$ cat config.mk
export PLATFORM = sky130hd
export DESIGN_NAME = acc_bank_flat
export DESIGN_NICKNAME = d
export VERILOG_FILES = /design/src/rtl/acc_bank_if.sv /design/src/rtl/acc_bank.sv /design/src/flat_wrapper.sv
export SDC_FILE = /design/constraint.sdc
export NUM_CORES = 1
export LEC_CHECK = 0
export BUFFER_PORTS_ARGS = -buffer_cell sky130_fd_sc_hd__buf_2
export CORE_MARGIN = 5
export CORE_UTILIZATION = 45
export DETAILED_ROUTE_END_ITERATION = 8
export PLACE_DENSITY_LB_ADDON = 0.15
export SLEW_MARGIN = 30
export SYNTH_ARGS = -nofsm -noshare
export SYNTH_HDL_FRONTEND = slang
export SYNTH_SLANG_ARGS = --single-unit
$ cat constraint.sdc
create_clock -name clock -period 7.3 [get_ports clock]
set_input_delay 0 -clock clock [delete_from_list [all_inputs] [get_ports clock]]
set_output_delay 0 -clock clock [all_outputs]
set_load 0.005 [all_outputs]
$ cat src/rtl/acc_bank_if.sv
`default_nettype none
// ============================================================================
// acc_bank_if : command/readout bundle between control unit and acc_bank
// Revision    : 1.0
// ============================================================================
interface acc_bank_if #(
   parameter int WIDTH   = 16,
   parameter int SEL_W   = 2,
   parameter int SHAMT_W = 4
);
   logic [SEL_W-1:0]   sel;
   logic               write_en;
   logic [WIDTH-1:0]   datain;
   logic               alu_to_ac;
   logic [WIDTH-1:0]   alu_out;
   logic               inc_en;
   logic               dec_en;
   logic               clr_en;
   logic               shift_start;
   logic               shift_dir;
   logic [SHAMT_W-1:0] shift_amt;
   logic [WIDTH-1:0]   dataout;
   logic               zero;
   logic               neg;
   logic               ovf;
   logic               busy;
   logic               done;

   modport master (
      output sel, write_en, datain, alu_to_ac, alu_out, inc_en, dec_en,
             clr_en, shift_start, shift_dir, shift_amt,
      input  dataout, zero, neg, ovf, busy, done
   );

   modport slave (
      input  sel, write_en, datain, alu_to_ac, alu_out, inc_en, dec_en,
             clr_en, shift_start, shift_dir, shift_amt,
      output dataout, zero, neg, ovf, busy, done
   );
endinterface
`default_nettype wire

$ cat src/rtl/acc_bank.sv
`default_nettype none
// ============================================================================
// acc_bank : NUM_ACC accumulators with load/inc/dec/clear and serial shifter
// Revision : 1.0
// ============================================================================
module acc_bank #(
   parameter int WIDTH   = 16,
   parameter int NUM_ACC = 4,
   parameter int SEL_W   = 2,
   parameter int SHAMT_W = 4,
   parameter int SAT_EN  = 0
) (
   input  wire logic   clock,
   input  wire logic   reset_n,
   acc_bank_if.slave   bus
);
   typedef enum logic [1:0] {
      S_IDLE  = 2'd0,
      S_SHIFT = 2'd1,
      S_DONE  = 2'd2
   } state_t;

   localparam logic [WIDTH-1:0] C_ALL_ONES = '1;

   state_t             r_state;
   state_t             w_state_nxt;
   logic [SEL_W-1:0]   r_lat_sel;
   logic               r_lat_dir;
   logic [SHAMT_W-1:0] r_cnt;
   logic               r_done;
   logic               w_start;
   logic               w_cmd_ok;
   logic               w_shift_now;

   logic [WIDTH-1:0]   w_acc [NUM_ACC];
   logic [NUM_ACC-1:0] w_ovf;
   logic [NUM_ACC-1:0] w_hit;
   logic [WIDTH-1:0]   w_rd_data;
   logic               w_rd_ovf;

   assign w_start     = (r_state == S_IDLE) && bus.shift_start;
   assign w_cmd_ok    = (r_state == S_IDLE) && !bus.shift_start;
   assign w_shift_now = (r_state == S_SHIFT);

   always_ff @(posedge clock or negedge reset_n) begin
      if (!reset_n) begin
         r_state <= S_IDLE;
      end else begin
         r_state <= w_state_nxt;
      end
   end

   always_comb begin
      w_state_nxt = r_state;
      case (r_state)
         S_IDLE: begin
            if (bus.shift_start) begin
               w_state_nxt = (bus.shift_amt == '0) ? S_DONE : S_SHIFT;
            end
         end
         S_SHIFT: begin
            if (r_cnt == SHAMT_W'(1)) begin
               w_state_nxt = S_DONE;
            end
         end
         S_DONE:  w_state_nxt = S_IDLE;
         default: w_state_nxt = S_IDLE;
      endcase
   end

   // done is registered so it rises on the edge that returns the FSM to IDLE
   always_ff @(posedge clock or negedge reset_n) begin
      if (!reset_n) begin
         r_lat_sel <= '0;
         r_lat_dir <= 1'b0;
         r_cnt     <= '0;
         r_done    <= 1'b0;
      end else begin
         r_done <= (r_state == S_DONE);
         if (w_start) begin
            r_lat_sel <= bus.sel;
            r_lat_dir <= bus.shift_dir;
            r_cnt     <= bus.shift_amt;
         end else if (w_shift_now) begin
            r_cnt <= r_cnt - SHAMT_W'(1);
         end
      end
   end

   for (genvar gi = 0; gi < NUM_ACC; gi++) begin : g_acc
      localparam logic [SEL_W-1:0] C_IDX = SEL_W'(gi);

      logic [WIDTH-1:0] r_val;
      logic [WIDTH-1:0] w_val_nxt;
      logic             r_ovf;
      logic             w_ovf_nxt;
      logic             w_cmd_hit;
      logic             w_shift_hit;

      assign w_hit[gi]   = (bus.sel == C_IDX);
      assign w_cmd_hit   = w_cmd_ok && w_hit[gi];
      assign w_shift_hit = w_shift_now && (r_lat_sel == C_IDX);

      always_comb begin
         w_val_nxt = r_val;
         w_ovf_nxt = r_ovf;
         if (w_shift_hit) begin
            w_val_nxt = r_lat_dir ? (r_val >> 1) : (r_val << 1);
         end else if (w_cmd_hit) begin
            if (bus.clr_en) begin
               w_val_nxt = '0;
               w_ovf_nxt = 1'b0;
            end else if (bus.alu_to_ac) begin
               w_val_nxt = bus.alu_out;
               w_ovf_nxt = 1'b0;
            end else if (bus.write_en) begin
               w_val_nxt = bus.datain;
               w_ovf_nxt = 1'b0;
            end else if (bus.inc_en && !bus.dec_en) begin
               if (r_val == C_ALL_ONES) begin
                  w_ovf_nxt = 1'b1;
                  w_val_nxt = (SAT_EN != 0) ? C_ALL_ONES : '0;
               end else begin
                  w_val_nxt = r_val + WIDTH'(1);
               end
            end else if (bus.dec_en && !bus.inc_en) begin
               if (r_val == '0) begin
                  w_ovf_nxt = 1'b1;
                  w_val_nxt = (SAT_EN != 0) ? '0 : C_ALL_ONES;
               end else begin
                  w_val_nxt = r_val - WIDTH'(1);
               end
            end
         end
      end

      always_ff @(posedge clock or negedge reset_n) begin
         if (!reset_n) begin
            r_val <= '0;
            r_ovf <= 1'b0;
         end else begin
            r_val <= w_val_nxt;
            r_ovf <= w_ovf_nxt;
         end
      end

      assign w_acc[gi] = r_val;
      assign w_ovf[gi] = r_ovf;
   end

   // an out-of-range select matches no slot and therefore reads as zero
   always_comb begin
      w_rd_data = '0;
      w_rd_ovf  = 1'b0;
      for (int i = 0; i < NUM_ACC; i++) begin
         if (w_hit[i]) begin
            w_rd_data = w_acc[i];
            w_rd_ovf  = w_ovf[i];
         end
      end
   end

   assign bus.dataout = w_rd_data;
   assign bus.zero    = (w_rd_data == '0);
   assign bus.neg     = w_rd_data[WIDTH-1];
   assign bus.ovf     = w_rd_ovf;
   assign bus.busy    = (r_state != S_IDLE);
   assign bus.done    = r_done;
endmodule
`default_nettype wire

$ cat src/flat_wrapper.sv
// flat-port wrapper written by rule: the top's interface ports become plain ports
module acc_bank_flat 
#(
   parameter int WIDTH   = 16,
   parameter int NUM_ACC = 4,
   parameter int SEL_W   = 2,
   parameter int SHAMT_W = 4,
   parameter int SAT_EN  = 0
)
  (clock, reset_n, bus_sel, bus_write_en, bus_datain, bus_alu_to_ac, bus_alu_out, bus_inc_en, bus_dec_en, bus_clr_en, bus_shift_start, bus_shift_dir, bus_shift_amt, bus_dataout, bus_zero, bus_neg, bus_ovf, bus_busy, bus_done);
  acc_bank_if #(.WIDTH(WIDTH), .SEL_W(SEL_W), .SHAMT_W(SHAMT_W)) bus_i ();
  input  wire logic clock;
  input  wire logic reset_n;
  input wire logic [$bits(bus_i.sel)-1:0] bus_sel;
  input wire logic [$bits(bus_i.write_en)-1:0] bus_write_en;
  input wire logic [$bits(bus_i.datain)-1:0] bus_datain;
  input wire logic [$bits(bus_i.alu_to_ac)-1:0] bus_alu_to_ac;
  input wire logic [$bits(bus_i.alu_out)-1:0] bus_alu_out;
  input wire logic [$bits(bus_i.inc_en)-1:0] bus_inc_en;
  input wire logic [$bits(bus_i.dec_en)-1:0] bus_dec_en;
  input wire logic [$bits(bus_i.clr_en)-1:0] bus_clr_en;
  input wire logic [$bits(bus_i.shift_start)-1:0] bus_shift_start;
  input wire logic [$bits(bus_i.shift_dir)-1:0] bus_shift_dir;
  input wire logic [$bits(bus_i.shift_amt)-1:0] bus_shift_amt;
  output wire logic [$bits(bus_i.dataout)-1:0] bus_dataout;
  output wire logic [$bits(bus_i.zero)-1:0] bus_zero;
  output wire logic [$bits(bus_i.neg)-1:0] bus_neg;
  output wire logic [$bits(bus_i.ovf)-1:0] bus_ovf;
  output wire logic [$bits(bus_i.busy)-1:0] bus_busy;
  output wire logic [$bits(bus_i.done)-1:0] bus_done;
  assign bus_i.sel = bus_sel;
  assign bus_i.write_en = bus_write_en;
  assign bus_i.datain = bus_datain;
  assign bus_i.alu_to_ac = bus_alu_to_ac;
  assign bus_i.alu_out = bus_alu_out;
  assign bus_i.inc_en = bus_inc_en;
  assign bus_i.dec_en = bus_dec_en;
  assign bus_i.clr_en = bus_clr_en;
  assign bus_i.shift_start = bus_shift_start;
  assign bus_i.shift_dir = bus_shift_dir;
  assign bus_i.shift_amt = bus_shift_amt;
  assign bus_dataout = bus_i.dataout;
  assign bus_zero = bus_i.zero;
  assign bus_neg = bus_i.neg;
  assign bus_ovf = bus_i.ovf;
  assign bus_busy = bus_i.busy;
  assign bus_done = bus_i.done;
  acc_bank #(.WIDTH(WIDTH), .NUM_ACC(NUM_ACC), .SEL_W(SEL_W), .SHAMT_W(SHAMT_W), .SAT_EN(SAT_EN)) u_core (.clock(clock), .reset_n(reset_n), .bus(bus_i));
endmodule
# After elaboration in Yosys (flattened, before gate mapping)

Index checks and enable logic that the tools add are counted.

Register bits after elaboration: 78
Input bits: 47
Output and inout bits: 21
Logic and storage cells: 175

Add/sub/neg operators: 9
Equal/unequal tests: 19
Muxes and demuxes: 82
Bitwise logic cells: 4
Reductions and logical operators: 48

Operator list:

| kind                    | count |
|---|---|
| $mux W16                | 44 |
| $logic_not A16 Y1       | 5 |
| $add A16 B1 Y16 const B | 4 |
| $eq A16 B16 Y1 const B  | 4 |
| $sub A16 B1 Y16 const B | 4 |
| $mux W1                 | 32 |
| $reduce_bool A5 Y1      | 5 |
| $reduce_bool A6 Y1      | 4 |
| $reduce_and A5 Y1       | 4 |
| $logic_and A1 B1 Y1     | 12 |
| $reduce_bool A2 Y1      | 6 |
| $eq A2 B2 Y1 const B    | 5 |
| $ne A5 B4 Y1 const B    | 2 |
| $ne A5 B5 Y1 const B    | 2 |
| $reduce_and A2 Y1       | 5 |
| $mux W4                 | 2 |
| $eq A2 B1 Y1 const B    | 3 |
| $logic_not A2 Y1        | 3 |
| $mux W2                 | 3 |
| $eq A4 B1 Y1 const B    | 1 |
| $logic_not A4 Y1        | 1 |
| $ne A2 B2 Y1 const B    | 2 |
| $not A1 Y1              | 4 |
| $pmux W2 S2             | 1 |
| 2 further kinds         | 4 |

# Logic depth before layout (Yosys ltp)

Gate-level depths: netlist of run 1.

Depth in word-level cells: 9
Gate-level depth with buffers: 10
Mapped depth without buffers: 8

# Worst setup path before layout of run 1

Ideal clock, no wire load.

Path type: flip-flop to flip-flop
Start point: register u_core.g_acc[3].r_val[0]
End point: register u_core.g_acc[3].r_val[12]
Library setup time: 0.094 ns
Arrival time: 2.547 ns
Required time: 7.206 ns
Path slack: 4.659 ns
Stages on the path, launching flop included: 10
Path buffers: 1
Period minus slack after synthesis: 2.641 ns
Path through: dfrtp_1 clkbuf_1 inv_1 ha_1 or3b_2 nor4_1 nand2_1 a221o_1 a211o_1 a221oi_2

Word-level cells in the longest chain between the ends: 9
Elaborated cells on any way between the ends: 13
Classes of those cells: 2 x add/sub; 1 x eq/ne; 9 x mux; 1 x reduce/logical

Ends and longest elaborated chain:

| what                                                 | RTL line                         | source |
|---|---|---|
| from (decl)                                          | acc_bank.sv:93                   | `logic [WIDTH-1:0] r_val;` |
| from (signal assigned)                               | acc_bank.sv:142                  | `r_val <= w_val_nxt;` |
| $sub A16 B1 Y16 or $logic_not A16 Y1 (tied branches) | acc_bank.sv:131, acc_bank.sv:127 |  |
| $mux W16                                             | acc_bank.sv:127                  | `if (r_val == '0) begin` |
| $mux W16                                             | acc_bank.sv:126                  | `end else if (bus.dec_en && !bus.inc_en) begin` |
| $mux W16 (*)                                         | acc_bank.sv:119                  | `end else if (bus.inc_en && !bus.dec_en) begin` |
| $mux W16 (*)                                         | acc_bank.sv:116                  | `end else if (bus.write_en) begin` |
| $mux W16 (*)                                         | acc_bank.sv:113                  | `end else if (bus.alu_to_ac) begin` |
| $mux W16 (*)                                         | acc_bank.sv:110                  | `if (bus.clr_en) begin` |
| $mux W16 (*)                                         | acc_bank.sv:109                  | `end else if (w_cmd_hit) begin` |
| $mux W16 (*)                                         | acc_bank.sv:107                  | `if (w_shift_hit) begin` |

Mark *: on every way between the ends. The rest lies on a longest branch, timed or not. The select of a mux whose other input is x is not followed.
A chain may end at the register's enable or synchronous reset.

# Worst setup path in the final report of run 1

Same ends and word-level chain as after synthesis.

==> results.py, run 1 <==
metrics = {
    "run": {
        "drv_cap": 0,
    },
    "floorplan": {
        "num_rows": 52,
        "initial_core_util": 0.453,
        "io_pins": 68,
        "die_height_microns": 152,
        "core_area_sq_mm": 0.0200,
        "die_area_sq_mm": 0.0231,
        "dieWidth_microns": 152,
    },
    "place": {
        "port_buffers": 67,
        "gp_congestion": 0.989,
        "hpwl_microns": 28900,
        "placed_cells": 1455,
    },
    "worst_setup_path": {
        "path_buf_inv": 1,
        "slowest_stage": "nor4_1",
        "critPathArrivalTime_ns": 3.33,
        "crit_path_max_fanout": 10,
        "worstSetupEndpointType": "register",
        "r2r_cells": 8,
        "worstPathRequired_ns": 7.57,
        "criticalPathCategory": "reg -> reg",
        "crit_chain": "inv_1 > ha_1 > or3b_2 > nor4_1 > nand2_1 > a221o_1 > a211o_1 > a221oi_2",
        "max_stage_delay_ns": 0.58,
        "cp_num_cells": 8,
        "startpoint_type": "register",
        "cpLargestDelayFamily": "simple AND/OR/NAND/NOR gates",
    },
    "finish": {
        "instances_no_fill": 1474,
        "drive_gt1_frac": 0.125,
        "n_antenna_cell": 0,
        "fin_util": 0.488,
        "layout.nets": 1261,
        "fillCellCount": 2052,
        "area_growth_pct": 7.65,
    },
    "detailed_routing": {
        "first_iter_violations": 1498,
        "wl_per_cell_microns": 27.5,
        "first_pass_iters": 6,
        "avgViaCountPerCell": 7.12,
        "ant_nets": 0,
        "vias": 10500,
        "drt_wl_total_microns": 40600,
        "drcViolationCount": 0,
    },
    "grt": {
        "grt_pass1_vias": 9554,
        "grt_pass1_wl_microns": 60600,
        "grt_max_degree": 53,
        "antenna_found_initial": 0,
        "grt_overflow": 0,
        "track_usage": 0.336,
    },
    "clocking": {
        "clk_pin_slew_ns": 0.06,
        "cts_setup_buffers": 0,
        "insertion_delay_ns": 0.37,
        "root_buffer": "clkbuf_16",
        "cts_hold_buffers": 4,
        "cts.path.max_buffers": 2,
        "cts_num_sinks": 78,
        "cts_buffers": 9,
        "cts_tree": "yes",
        "cts_max_level": 3,
        "cts.repair.resized": 0,
    },
    "yosys": {
        "synth_edf_count": 0,
        "synthTopCellsByArea": "dfrtp_1, mux2i_1, nor2_1",
        "async_reset_ff_frac": 1.00,
        "yosys-top-cells-count": "nor2_1, nand2_1, clkbuf_1",
        "synth_seq_area_share": 0.215,
        "syn_inst": 1226,
        "ys_seq_elements": 78,
        "synth_nets": 1287,
        "synth_cell_type_count": 82,
        "synth_top_area_cell": "dfrtp_1",
        "yosys_warnings": 0,
        "synth_top_flop_cell": "dfrtp_1",
        "syn_area_per_cell_sq_um": 7.41,
        "synth_most_common_cell": "nor2_1",
        "syn_area_sq_mm": 0.00908,
        "synth_top_area_share": 0.215,
    },
    "sta": {
        "slew_viol_final": 0,
        "fin_crit_ns": 3.06,
        "setup_viol": 0,
        "fin_crit_sh": 0.419,
        "finalHoldViolCount": 0,
        "rsz0062_at_grt": "false",
        "worstMarginPinSlew_ns": 1.05,
        "tns_ns": 0,
        "slew_headroom": 0.302,
        "max_freq_mhz": 327,
        "worst_clock_skew_ns": 0.0114,
    },
    "hold_path": {
        "hold_class": "in -> reg",
        "whs_path_depth": 3,
    },
    "power": {
        "pwr_density_cell_mw_per_mm2": 385,
        "p_leak_nw": 3.62,
        "ir_drop_uv": 240,
    },
    "run_status": {
        "status": "finished, final reports clean",
    },
}
[worst paths after layout]
path                                           from                   endpoint  slack, ns
hold reg to reg                     u_core.r_cnt[3]            u_core.r_cnt[3]       0.53
setup reg to reg           u_core.g_acc[3].r_val[0]  u_core.g_acc[3].r_val[12]       4.24
hold / removal                       bus_alu_out[1]   u_core.g_acc[3].r_val[1]       0.02
max in group asynchronous                   reset_n           u_core.r_lat_dir       6.05
setup / recovery           u_core.g_acc[3].r_val[0]  u_core.g_acc[3].r_val[12]       4.24
min in group asynchronous                   reset_n  u_core.g_acc[1].r_val[13]       0.19
[where the power goes]
group	switching, W	internal, W	leakage, nW	total, W
sequential	0.000721	0.000617	0.953	0.00134
clock	0.000209	0.000282	0.141	0.000491
combinational	0.00109	0.000841	2.52	0.00193
[metal layers]
layer  vias to the layer above  wire length (microns)  global-route usage
li1                       4573                      -                   -
met1                      4962                  15900               0.461
met2                       802                  16800               0.486
met3                       155                   5490              0.0947
met4                         0                   2410               0.162
met5                         -                      0                   0
[cell families (layout without fill, tap and decap cells)]
family | count (synthesis) | in the layout | share of synthesized area
buffers and inverters | 159 | 137 | 0.0687
DFF | 78 | 78 | 0.215
muxes | 76 | 76 | 0.108
xor gates and xnor gates | 57 | 57 | 0.0550
AOI/OAI and AO/OA | 359 | 359 | 0.262
and+or+nand+nor | 483 | 483 | 0.272
adders and majority gates | 14 | 14 | 0.0193
[worst min-delay path, cell delays in order]
cell,delay [ns]
buf_2,0.10
a311oi_1,0.09
a22oi_1,0.14
[state kept, by name, indices dropped and copies added, names as in the netlist]
signal,count
u_core.r_lat_sel,2
u_core.r_lat_dir,1
u_core.g_acc.r_val,64
u_core.bus.done,1
u_core.r_state,2
u_core.r_cnt,4
u_core.g_acc.r_ovf,4
[cell type report]
type | count | area [sq um] | area share
Clock buffer | 12 | 256 | 0.0262
Tap cell | 270 | 338 | 0.0346
Clock inverter | 3 | 45.0 | 0.00461
Sequential cell | 78 | 1960 | 0.200
Multi-Input combinational cell | 989 | 6540 | 0.669
Inverter | 31 | 116 | 0.0119
Timing Repair Buffer | 91 | 528 | 0.0540
[through the flow]
step / setup slack, ns / hold slack [ns] / power, W / instance area (sq um)
after global placement: 4.28 / 0.0472 / 0.00316 / 9410
after detailed placement: 4.28 / 0.0467 / 0.00317 / 9410
final: 4.24 / 0.0230 / 0.00376 / 9780
after global routing: 4.03 / 0.0461 / 0.00395 / 9780
after floorplan: 4.66 / -0.296 / 0.00255 / 9080
after CTS: 4.27 / 0.0169 / 0.00366 / 9750
[cell usage in the layout, fill, tap and decap left out, types with 20 or more instances in the layout]
cell	netlist	routed
nand2_1	102	102
nor3_1	43	42
dfrtp_1	78	77
buf_2	13	66
nand3_1	49	49
mux2i_1	53	53
nand4_1	28	28
xnor2_1	34	34
xor2_1	23	23
a211oi_1	20	20
o21ai_0	82	82
a21oi_1	70	69
nor4_1	27	27
nor2_1	125	123
a31oi_1	36	36
o22ai_1	22	22
buf_4	1	21
inv_1	30	30
(Power assumes the default switching activity.)
==> inputs of run 2 (changes only) <==
--- a/config.mk
+++ b/config.mk
@@ -5,6 +5,7 @@
 export SDC_FILE = /design/constraint.sdc
 export NUM_CORES = 1
 export LEC_CHECK = 0
+export ABC_AREA = 1
 export BUFFER_PORTS_ARGS = -buffer_cell sky130_fd_sc_hd__buf_2
 export CORE_MARGIN = 5
 export CORE_UTILIZATION = 45
==> constraint.sdc (replaced) <==
create_clock -name clock -period 3.2 [get_ports clock]
set_input_delay 0 -clock clock [delete_from_list [all_inputs] [get_ports clock]]
set_output_delay 0 -clock clock [all_outputs]
set_load 0.005 [all_outputs]
==> results.py, run 2 <==
metrics = {
    "clocking": {
        "clk_pin_slew_ns": 0.07,
        "cts_buffers": 9,
        "root_buffer": "clkbuf_16",
        "cts_tree": "yes",
        "cts_max_level": 3,
        "cts.repair.resized": 0,
        "cts.path.max_buffers": 2,
        "insertion_delay_ns": 0.36,
        "cts_num_sinks": 78,
    },
    "finish": {
        "final_common_cell": "nand2_1",
        "n_antenna_cell": 0,
        "area_growth_pct": 6.50,
        "top_regs": "u_core.g_acc.r_val (64), u_core.g_acc.r_ovf (4), u_core.r_cnt (4)",
        "final_cell_mix": "nand2_1, nor2_1, nand3_1",
        "regMostFlops": "u_core.g_acc.r_val",
        "layout.nets": 1732,
        "drive_gt1_frac": 0.104,
        "largest_register_ffs": 64,
    },
    "sta": {
        "max_freq_mhz": 441,
        "tns_ns": 0,
        "finalHoldViolCount": 0,
        "worstMarginPinSlew_ns": 0.923,
        "slew_headroom": 0.378,
        "fin_crit_sh": 0.709,
        "rsz0062_at_grt": "false",
        "fin_crit_ns": 2.27,
        "worst_clock_skew_ns": 0.00646,
        "layout_setup_ws_ns": 0.932,
        "setup_viol": 0,
        "slew_viol_final": 0,
    },
    "place": {
        "place_ws_ns": 1.02,
        "gp_congestion": 1.06,
        "hpwl_microns": 30600,
        "port_buffers": 67,
    },
    "floorplan": {
        "die_height_microns": 157,
        "num_rows": 53,
        "die_area_sq_mm": 0.0245,
        "core_area_sq_mm": 0.0211,
        "io_pins": 68,
        "dieWidth_microns": 157,
        "initial_core_util": 0.458,
    },
    "grt": {
        "grt_pass1_wl_microns": 62200,
        "grt_pass1_vias": 10500,
        "grt_overflow": 0,
        "antenna_found_initial": 1,
        "grt_max_degree": 45,
        "track_usage": 0.327,
    },
    "yosys": {
        "synth_edf_count": 0,
        "syn_inst": 1665,
        "yosys-top-cells-count": "nand2_1, nor2_1, nand3_1",
        "synth_nets": 1726,
        "syn_area_sq_mm": 0.00967,
        "synth_most_common_cell": "nand2_1",
        "async_reset_ff_frac": 1.00,
        "synth_top_area_share": 0.202,
        "syn_area_per_cell_sq_um": 5.81,
        "synthTopCellsByArea": "dfrtp_1, nand2_1, nor2_1",
        "yosys_warnings": 0,
        "synth_top_flop_cell": "dfrtp_1",
        "synth_top_area_cell": "dfrtp_1",
        "synth_seq_area_share": 0.202,
        "ys_seq_elements": 78,
        "synth_cell_type_count": 42,
    },
    "power": {
        "p_int_w": 0.00387,
        "ir_drop_uv": 348,
        "combPwrFrac": 0.556,
        "switching_share": 0.565,
        "clock_power_share": 0.131,
        "pwr_density_cell_mw_per_mm2": 866,
        "p_switching_w": 0.00504,
        "p_leak_nw": 4.94,
        "power.share.sequential": 0.312,
    },
    "worst_setup_path": {
        "worstSetupEndpointType": "register",
        "critPathArrivalTime_ns": 2.50,
        "crit_path_max_fanout": 12,
        "worstPathRequired_ns": 3.44,
        "criticalPathCategory": "reg -> reg",
        "startpoint_type": "register",
    },
    "run_status": {
        "status": "finished, final reports clean",
    },
    "detailed_routing": {
        "first_iter_violations": 1849,
        "wl_per_cell_microns": 20.7,
        "drcViolationCount": 0,
        "drt_wl_total_microns": 40400,
        "vias": 11500,
        "first_pass_iters": 6,
        "avgViaCountPerCell": 5.92,
        "ant_nets": 0,
    },
    "hold_path": {
        "hold_class": "in -> reg",
    },
    "run": {
        "drv_cap": 0,
    },
}
run 2: stage by stage:
| step | util | total power, W | hold WS, ns | cell area (sq um) | instances |
|---|---|---|---|---|---|
| floorplan | - | 0.00627 | -0.296 | 9670 | 1665 |
| global placement | 0.470 | 0.00751 | -0.0781 | 9900 | 1929 |
| detailed placement | 0.470 | 0.00754 | -0.0802 | 9900 | 1929 |
| CTS | 0.488 | 0.00874 | 0.00518 | 10300 | 1951 |
| global route | 0.488 | 0.00962 | 0.0292 | 10300 | 1951 |
| finish | 0.488 | 0.00891 | 0.00823 | 10300 | 1951 |
run 2: worst paths after layout:
| check | startpoint | end | slack (ns) | cells past startpoint |
|---|---|---|---|---|
| min in group asynchronous | reset_n | u_core.g_acc[1].r_val[7] | 0.08 | 2 |
| worst min-delay path | bus_sel[1] | u_core.r_lat_sel[1] | 0.008 | 3 |
| worst max register to register | u_core.g_acc[0].r_val[0] | u_core.g_acc[0].r_val[14] | 0.93 | 12 |
| max in group asynchronous | reset_n | u_core.g_acc[0].r_val[14] | 2.32 | 3 |
| worst min register to register | u_core.g_acc[1].r_ovf | u_core.g_acc[1].r_ovf | 0.53 | 2 |
| worst max-delay path | u_core.g_acc[0].r_val[0] | u_core.g_acc[0].r_val[14] | 0.93 | 12 |
run 2: worst max-delay path, stage by stage, from the launching register on:
cell and delay (ns):
dfrtp_1 0.46, inv_1 0.19, ha_1 0.25, nand2_1 0.07
nor2_1 0.05, nand3_2 0.10, nand2_2 0.09, nor2_2 0.49
nand3_1 0.15, nand3_1 0.11, nand2_1 0.06, nand2_1 0.07
nand3_1 0.06
run 2: cell families after synthesis:
group | synth area share
adder cells (fa/ha/maj) | 0.0181
AO/OA/AOI/OAI | 0.153
XOR/XNOR | 0.0544
buffers and inverters | 0.126
AND/OR/NAND/NOR | 0.447
flip-flops | 0.202
run 2: power groups by stage:
stage	Sequential (W)	Combinational [W]	Clock [W]
2_1_floorplan	0.00172	0.00455	0
3_3_place_gp	0.00273	0.00478	0
3_5_place_dp	0.00272	0.00482	0
5_1_grt	0.00285	0.00556	0.00122
6_report	0.00278	0.00496	0.00117
4_1_cts	0.00270	0.00486	0.00118
run 2: area by class of cell:
| cell class | count | area (sq um) |
|---|---|---|
| inverter | 170 | 638 |
| timing repair buffer | 91 | 533 |
| multi-input combinational | 1321 | 6500 |
| clock buffer | 11 | 243 |
| fill | 2289 | 10800 |
| sequential | 78 | 1950 |
| tap | 275 | 344 |
| clock inverter | 5 | 82.6 |
run 2: what timing repair did:
item	in CTS	in global routing
endpoints found under the hold margin	49	0
hold buffers	6	0
buffers inserted	0	0
endpoints found under the setup margin	0	0
run 2: routing by layer:
layer / GRT usage / part of all wire / vias up
met2: 0.481 / 0.42 / 653
met1: 0.481 / 0.43 / 5387
met5: 0 / 0.00030 / -
met4: 0.129 / 0.042 / 2
li1: - / - / 5400
met3: 0.0489 / 0.11 / 99
